`src/rtl/uart_pkg.sv`:
```
// uart_pkg: shared UART transmitter types (FSM states, parity modes, 2-bit parity encodings).
// Build option: UART_TX_PARITY_EN adds the PARITY state to the frame FSM.
package uart_pkg;
   localparam logic [1:0] PAR_NONE = 2'b00;
   localparam logic [1:0] PAR_EVEN = 2'b01;
   localparam logic [1:0] PAR_ODD  = 2'b10;

   typedef enum logic [1:0] {PM_NONE, PM_EVEN, PM_ODD} par_mode_e;

   typedef enum logic [2:0] {
      ST_IDLE,
      ST_START,
      ST_DATA,
`ifdef UART_TX_PARITY_EN
      ST_PARITY,
`endif
      ST_STOP
   } tx_state_e;

   // 2'b11 is treated like PAR_NONE.
   function automatic par_mode_e decode_par(input logic [1:0] m);
      return m == PAR_EVEN ? PM_EVEN : m == PAR_ODD ? PM_ODD : m == PAR_NONE ? PM_NONE : PM_NONE;
   endfunction
endpackage

```
`src/rtl/uart_tx_gen2_if.sv`:
```
// uart_tx_gen2_if: producer-side write bus of the UART transmitter.
//   wr_en/wr_data : write request and word (master -> slave)
//   full/empty    : FIFO status (slave -> master)
interface uart_tx_gen2_if #(
   parameter int DATA_W = 8
);
   logic              wr_en;
   logic [DATA_W-1:0] wr_data;
   logic              full;
   logic              empty;

   modport master (output wr_en, wr_data, input full, empty);
   modport slave  (input wr_en, wr_data, output full, empty);
endinterface

```
`src/rtl/uart_tx_fifo.sv`:
```
// uart_tx_fifo: synchronous DATA_W x FIFO_DEPTH FIFO with full/empty from pointer-plus-wrap-bit.
//   clk, rst_n            : clock, asynchronous active-low reset
//   wr_en_i, wr_data_i    : write port (ignored while full, even with a same-cycle pop)
//   rd_en_i, rd_data_o    : pop request and head word (head is valid whenever !empty_o)
//   full_o, empty_o       : occupancy flags
module uart_tx_fifo #(
   parameter int DATA_W     = 8,
   parameter int FIFO_DEPTH = 4
) (
   input  logic              clk,
   input  logic              rst_n,
   input  logic              wr_en_i,
   input  logic [DATA_W-1:0] wr_data_i,
   input  logic              rd_en_i,
   output logic [DATA_W-1:0] rd_data_o,
   output logic              full_o,
   output logic              empty_o
);
   localparam int AW = $clog2(FIFO_DEPTH);

   logic [DATA_W-1:0] mem_q [FIFO_DEPTH];
   logic [AW:0]       wptr_q, wptr_d, rptr_q, rptr_d;
   logic              push, pop;

   assign push      = wr_en_i & ~full_o;
   assign pop       = rd_en_i & ~empty_o;
   assign empty_o   = wptr_q == rptr_q;
   // Same slot but different lap: the writer is one full wrap ahead.
   assign full_o    = (wptr_q[AW] != rptr_q[AW]) && (wptr_q[AW-1:0] == rptr_q[AW-1:0]);
   assign rd_data_o = mem_q[rptr_q[AW-1:0]];
   assign wptr_d    = push ? wptr_q + 1'b1 : wptr_q;
   assign rptr_d    = pop ? rptr_q + 1'b1 : rptr_q;

   always_ff @(posedge clk or negedge rst_n) begin
      if (!rst_n) begin
         wptr_q <= '0;
         rptr_q <= '0;
      end else begin
         wptr_q <= wptr_d;
         rptr_q <= rptr_d;
      end
   end

   always_ff @(posedge clk) begin
      if (push) mem_q[wptr_q[AW-1:0]] <= wr_data_i;
   end
endmodule

```
`src/rtl/uart_tx_gen2.sv`:
```
// uart_tx_gen2: buffered UART transmitter, LSB-first, programmable baud, optional parity, 1/2 stop bits.
//   clk, rst_n           : clock, asynchronous active-low reset
//   bus (slave)          : wr_en/wr_data in, full/empty out
//   baud_div             : bit period minus one, in clocks (latched per frame)
//   par_mode, two_stop   : parity (00/11 none, 01 even, 10 odd) and stop-bit count (latched per frame)
//   tx_busy, tx_done, TX : frame on line, end-of-frame pulse, registered serial line (idle high)
// Build option: define UART_TX_PARITY_EN to compile in the parity bit; otherwise par_mode is ignored.
module uart_tx_gen2
   import uart_pkg::*;
#(
   parameter int DATA_W     = 8,
   parameter int FIFO_DEPTH = 4,
   parameter int BAUD_W     = 12
) (
   input  logic              clk,
   input  logic              rst_n,
   uart_tx_gen2_if.slave     bus,
   input  logic [BAUD_W-1:0] baud_div,
   input  logic [1:0]        par_mode,
   input  logic              two_stop,
   output logic              tx_busy,
   output logic              tx_done,
   output logic              TX
);
   localparam int BW = $clog2(DATA_W);

   tx_state_e         state_q, state_d;
   logic [BAUD_W-1:0] cnt_q, cnt_d, div_q, div_d;
   logic [BW-1:0]     bit_q, bit_d;
   logic [DATA_W-1:0] shift_q, shift_d, head;
   logic              two_q, two_d;
   logic              load, pop, tick, line;
   logic              done_d, done_q, tx_q, busy_q, tx_done_q;
`ifdef UART_TX_PARITY_EN
   logic              par_en_q, par_en_d, par_bit_q, par_bit_d;
   par_mode_e         pm;
   assign pm = decode_par(par_mode);
`else
   logic              unused_par;
   assign unused_par = ^par_mode;
`endif

   uart_tx_fifo #(.DATA_W(DATA_W), .FIFO_DEPTH(FIFO_DEPTH)) u_fifo (
      .clk       (clk),
      .rst_n     (rst_n),
      .wr_en_i   (bus.wr_en),
      .wr_data_i (bus.wr_data),
      .rd_en_i   (pop),
      .rd_data_o (head),
      .full_o    (bus.full),
      .empty_o   (bus.empty)
   );

   assign tick    = cnt_q == div_q;
   assign pop     = load;
   assign TX      = tx_q;
   assign tx_busy = busy_q;
   assign tx_done = tx_done_q;

   always_comb begin
      state_d = state_q;
      cnt_d   = cnt_q + 1'b1;
      div_d   = div_q;
      bit_d   = bit_q;
      shift_d = shift_q;
      two_d   = two_q;
      load    = 1'b0;
      done_d  = 1'b0;
`ifdef UART_TX_PARITY_EN
      par_en_d  = par_en_q;
      par_bit_d = par_bit_q;
`endif
      case (state_q)
         ST_IDLE: begin
            cnt_d = '0;
            load  = ~bus.empty;
         end
         ST_START: if (tick) begin
            cnt_d   = '0;
            bit_d   = '0;
            state_d = ST_DATA;
         end
         ST_DATA: if (tick) begin
            cnt_d   = '0;
            shift_d = shift_q >> 1;
            bit_d   = bit_q + 1'b1;
            if (bit_q == BW'(DATA_W - 1)) begin
               bit_d   = '0;
`ifdef UART_TX_PARITY_EN
               state_d = par_en_q ? ST_PARITY : ST_STOP;
`else
               state_d = ST_STOP;
`endif
            end
         end
`ifdef UART_TX_PARITY_EN
         ST_PARITY: if (tick) begin
            cnt_d   = '0;
            state_d = ST_STOP;
         end
`endif
         // bit_q counts stop periods; it arrives here cleared from DATA.
         ST_STOP: if (tick) begin
            cnt_d = '0;
            if (two_q && bit_q == '0) begin
               bit_d = BW'(1);
            end else begin
               done_d  = 1'b1;
               state_d = ST_IDLE;
               load    = ~bus.empty;
            end
         end
         default: state_d = ST_IDLE;
      endcase
      // Frame start: pop head and freeze this frame's configuration.
      if (load) begin
         state_d = ST_START;
         cnt_d   = '0;
         bit_d   = '0;
         shift_d = head;
         div_d   = baud_div;
         two_d   = two_stop;
`ifdef UART_TX_PARITY_EN
         par_en_d  = pm != PM_NONE;
         par_bit_d = pm == PM_EVEN ? ^head : ~^head;
`endif
      end
   end

   always_comb begin
      line = 1'b1;
      case (state_q)
         ST_START:  line = 1'b0;
         ST_DATA:   line = shift_q[0];
`ifdef UART_TX_PARITY_EN
         ST_PARITY: line = par_bit_q;
`endif
         default:   line = 1'b1;
      endcase
   end

   // Line, busy and done are registered from the state one clock late, so the
   // start bit appears two clocks after a write into an idle, empty FIFO.
   always_ff @(posedge clk or negedge rst_n) begin
      if (!rst_n) begin
         state_q   <= ST_IDLE;
         cnt_q     <= '0;
         div_q     <= '0;
         bit_q     <= '0;
         shift_q   <= '0;
         two_q     <= 1'b0;
         done_q    <= 1'b0;
         tx_q      <= 1'b1;
         busy_q    <= 1'b0;
         tx_done_q <= 1'b0;
`ifdef UART_TX_PARITY_EN
         par_en_q  <= 1'b0;
         par_bit_q <= 1'b0;
`endif
      end else begin
         state_q   <= state_d;
         cnt_q     <= cnt_d;
         div_q     <= div_d;
         bit_q     <= bit_d;
         shift_q   <= shift_d;
         two_q     <= two_d;
         done_q    <= done_d;
         tx_q      <= line;
         busy_q    <= state_q != ST_IDLE;
         tx_done_q <= done_q;
`ifdef UART_TX_PARITY_EN
         par_en_q  <= par_en_d;
         par_bit_q <= par_bit_d;
`endif
      end
   end
endmodule

```
`src/flat_wrapper.sv`:
```
// flat-port wrapper written by rule: the top's interface ports become plain ports
module uart_tx_gen2_flat import uart_pkg::*;
#(
   parameter int DATA_W     = 8,
   parameter int FIFO_DEPTH = 4,
   parameter int BAUD_W     = 12
)
  (clk, rst_n, baud_div, par_mode, two_stop, tx_busy, tx_done, TX, bus_wr_en, bus_wr_data, bus_full, bus_empty);
  uart_tx_gen2_if #(.DATA_W(DATA_W)) bus_i ();
  input  logic clk;
  input  logic rst_n;
  input  logic [BAUD_W-1:0] baud_div;
  input  logic [1:0] par_mode;
  input  logic two_stop;
  output logic tx_busy;
  output logic tx_done;
  output logic TX;
  input wire logic [$bits(bus_i.wr_en)-1:0] bus_wr_en;
  input wire logic [$bits(bus_i.wr_data)-1:0] bus_wr_data;
  output wire logic [$bits(bus_i.full)-1:0] bus_full;
  output wire logic [$bits(bus_i.empty)-1:0] bus_empty;
  assign bus_i.wr_en = bus_wr_en;
  assign bus_i.wr_data = bus_wr_data;
  assign bus_full = bus_i.full;
  assign bus_empty = bus_i.empty;
  uart_tx_gen2 #(.DATA_W(DATA_W), .FIFO_DEPTH(FIFO_DEPTH), .BAUD_W(BAUD_W)) u_core (.clk(clk), .rst_n(rst_n), .bus(bus_i), .baud_div(baud_div), .par_mode(par_mode), .two_stop(two_stop), .tx_busy(tx_busy), .tx_done(tx_done), .TX(TX));
endmodule
```
`config.mk`:
```
export PLATFORM = sky130hd
export DESIGN_NAME = uart_tx_gen2_flat
export DESIGN_NICKNAME = d
export VERILOG_FILES = /design/src/rtl/uart_pkg.sv /design/src/rtl/uart_tx_gen2_if.sv /design/src/rtl/uart_tx_fifo.sv /design/src/rtl/uart_tx_gen2.sv /design/src/flat_wrapper.sv
export SDC_FILE = /design/constraint.sdc
export NUM_CORES = 1
export LEC_CHECK = 0
export ABC_AREA = 1
export ABC_CLOCK_PERIOD_IN_PS = 2600
export CAP_MARGIN = 20
export CORE_UTILIZATION = 40
export CTS_BUF_LIST = sky130_fd_sc_hd__clkbuf_4 sky130_fd_sc_hd__clkbuf_8 sky130_fd_sc_hd__clkbuf_16
export DETAILED_ROUTE_END_ITERATION = 8
export PLACE_DENSITY = 0.57
export SLEW_MARGIN = 10
export SYNTH_ARGS = -nofsm -noshare
export SYNTH_HDL_FRONTEND = slang
export SYNTH_SLANG_ARGS = --single-unit
```
`constraint.sdc`:
```
create_clock -name clk -period 2.6 [get_ports clk]
set_input_delay 0.26 -clock clk [delete_from_list [all_inputs] [get_ports clk]]
set_output_delay 0.26 -clock clk [all_outputs]
set_load 0.005 [all_outputs]
```
==> run metrics <==
Tot GR Track Use 16.5%; num rows 35; Max Cap Viol 0; clock-pin slew on the worst setup and hold paths 0.09 ns; Skew-Pair Late Insertion Delay 0.36 ns; Final period util 80.0%; CP Data Arrival Time 1.82 ns; r2r setup slk 0.61 ns; Syn Std Cell Area 3910 um^2; Seq/Total Area, Yosys 55.3%; cell count of the worst reg-to-reg path 8; final wirelength 7.59 mm; Syn Inst Count 433; reg2reg start u_core.cnt_q[1]; hold_sp u_core.done_q; global-route wire length before repair 12.7 mm; ant diodes 0; minimum clock period 2.08 ns; internal power 0.00306 W; drt via density 4.60; number of global-route vias before repair 2672; largest net degree at the start of global routing 28; CP startpoint kind flop; P_sw 0.00213 W; post_cts resized 0; Slew Viols, Final 0; CTS sink cnt 80; clock power share 19.6%; most frequent cells in the layout 131 x nand2_1, 50 x nor2_1, 47 x dfrtp_1, 43 x inv_1, 32 x edfxtp_1; Comb power frac 43.4%; full die area 10200 um^2; htree depth 3; YS warnings 0; CP cell instances inv_1 > nand2_1 > nand2_1 > nand2_1 > nor2_2 > clkdlybuf4s50_1; initial antenna violation count 0; Peak Freq 481 MHz; final net count 514; 1st-pass router iterations 4; Die Ht 101 um; hold depth 0; Most Frequent Cell on Critical Path nand2_1; largest cells by area after synthesis dfrtp_1 30%, edfxtp_1 25%, nand2_1 13%, nor2_1 4.8%, ha_1 4.5%; clock root buffer clkbuf_8; DP Wirelength 5.09 mm; total congestion overflow 0; Crit path buffers/inverters 2; relative slew slack 64.5%; Slowest-stage cell, CP clkdlybuf4s50_1; P_leak 2.05 nW; worst hold-check path type reg2reg; Initial Util 41.7%; syn_nets 473; remaining antenna violation count 0; status complete, no violations; CTS tree built; CP Capture Type primary output; worst-path fanout max 4; drt drc 0; VDD IR max 526 uV; pwr/cell area 1130 nW/um^2; Top FF cell, synth dfrtp_1; Die X 101 um; port buffer count 28; RSZ-0062 raised after global routing false; delay-heaviest family, CP buffers and inverters; Num CTS Buffers 9; synthesized area per cell 9.04 um^2; setup TNS 0 ns; Yosys reg bits 80; 1st-iter DRT viols 126; WS Path Type reg2out; clock skew 0.0142 ns; Net Sw Frac 41.0%; Vias 2795; Hold Path End u_core.tx_done; EDFF count, synth 32; I/O pin total 31; Sequential Power Share 37.0%; Final Hold Fails 0; Min Hold Slack 0.364 ns; DR WL/cell 12.5 um; Placer Congestion 0.776; Slew @ Worst Pin 0.532 ns; final setup fails 0; critical path's largest stage delay 0.53 ns; Data required, critical path 2.34 ns; unique cell type count in the Yosys netlist 33; share of cells above drive strength 1 9.39%; Synth area leader dfrtp_1; RR Endpoint u_core.shift_q[7]; commonest non-fill, non-tap cell in the layout nand2_1; Core ar. 9370 um^2; area share of the largest cell type after synthesis 30.1%; Layout area overhead 17.0%; async set-reset flop share out of synthesis 60.0%; clock buffer depth 2
metrics by stage:
step | instances | util, % | setup WS (ns) | instance area, um^2 | power (W)
2_1_floorplan | 433 | - | 0.888 | 3910 | 0.00367
4_1_cts | 608 | 48.9 | 0.472 | 4580 | 0.00526
3_5_place_dp | 591 | 46.4 | 0.609 | 4350 | 0.00422
5_1_grt | 608 | 48.9 | 0.354 | 4580 | 0.00566
3_3_place_gp | 591 | 46.4 | 0.623 | 4350 | 0.00418
6_report | 608 | 48.9 | 0.521 | 4580 | 0.00518
synthesized netlist by cell type (2+ instances only):
cell type,instances
ha_1,14
nor2_2,2
nor2_1,50
dfrtp_1,47
buf_6,5
clkinv_2,2
o21ai_0,31
inv_1,43
inv_2,5
nand2_1,131
o21ai_1,7
xor2_1,9
buf_2,2
o211ai_1,7
xnor2_1,6
o22ai_1,8
clkbuf_1,2
nand3_1,16
edfxtp_1,32
worst max-delay path by stage:
stage / start / to / slack, ns / cells past startpoint
after detailed placement: u_core.cnt_q[1] / u_core.shift_q[7] / 0.61 / 8
after CTS: u_core.u_fifo.wptr_q[0] / bus_empty / 0.47 / 6
after floorplan: u_core.u_fifo.rptr_q[1] / u_core.u_fifo.mem_q[3][0] / 0.89 / 7
after global placement: u_core.cnt_q[0] / u_core.shift_q[7] / 0.62 / 8
final: u_core.u_fifo.wptr_q[0] / bus_empty / 0.52 / 6
after global routing: u_core.u_fifo.wptr_q[0] / bus_empty / 0.35 / 6
cell type report:
class | instances | area (um^2)
multi-input combinational | 291 | 1470
sequential | 80 | 2160
timing repair buffer | 40 | 368
tap | 129 | 161
inverter | 52 | 200
clock buffer | 9 | 124
clock inverter | 7 | 93.8
fill | 915 | 4790
timing repair:
item	4_1_cts	5_1_grt
hold endpoints to repair	18	0
hold buffers	1	0
buffers inserted	0	0
state kept, by name (all words and copies together), names as in the netlist:
register	flops
u_core.u_fifo.mem_q	32
u_core.tx_done	1
u_core.shift_q	8
u_core.tx_busy	1
u_core.u_fifo.rptr_q	3
u_core.two_q	1
u_core.state_q	2
u_core.TX	1
u_core.bit_q	3
u_core.cnt_q	12
u_core.div_q	12
u_core.u_fifo.wptr_q	3
u_core.done_q	1
metal layers:
metal | vias to the layer above | track usage, % | part of all wire [%]
li1 | 1470 | - | -
met1 | 1270 | 21.9 | 49
met2 | 47 | 26.1 | 46
met3 | 8 | 4.58 | 4.0
met4 | 0 | 5.35 | 0.87
met5 | - | 0 | 0
cell families (layout without fill, tap and decap cells):
kind of cell / Yosys count / after routing / synth area share [%]
adder cells (fa/ha/maj): 14 / 14 / 4.48
buffers and inverters: 62 / 108 / 7.20
flip-flops: 80 / 80 / 55.3
AO/OA/AOI/OAI: 57 / 57 / 8.35
XOR/XNOR: 15 / 15 / 3.36
AND/OR/NAND/NOR: 205 / 205 / 21.3
power by group through the flow:
stage | Sequential, W | Clock, W | Combinational, W
floorplan | 0.00188 | 0 | 0.00178
global placement | 0.00193 | 0 | 0.00225
detailed placement | 0.00194 | 0 | 0.00228
CTS | 0.00192 | 0.00105 | 0.00229
global route | 0.00195 | 0.00110 | 0.00261
finish | 0.00192 | 0.00102 | 0.00225
Power figures use the tool's default switching activity.
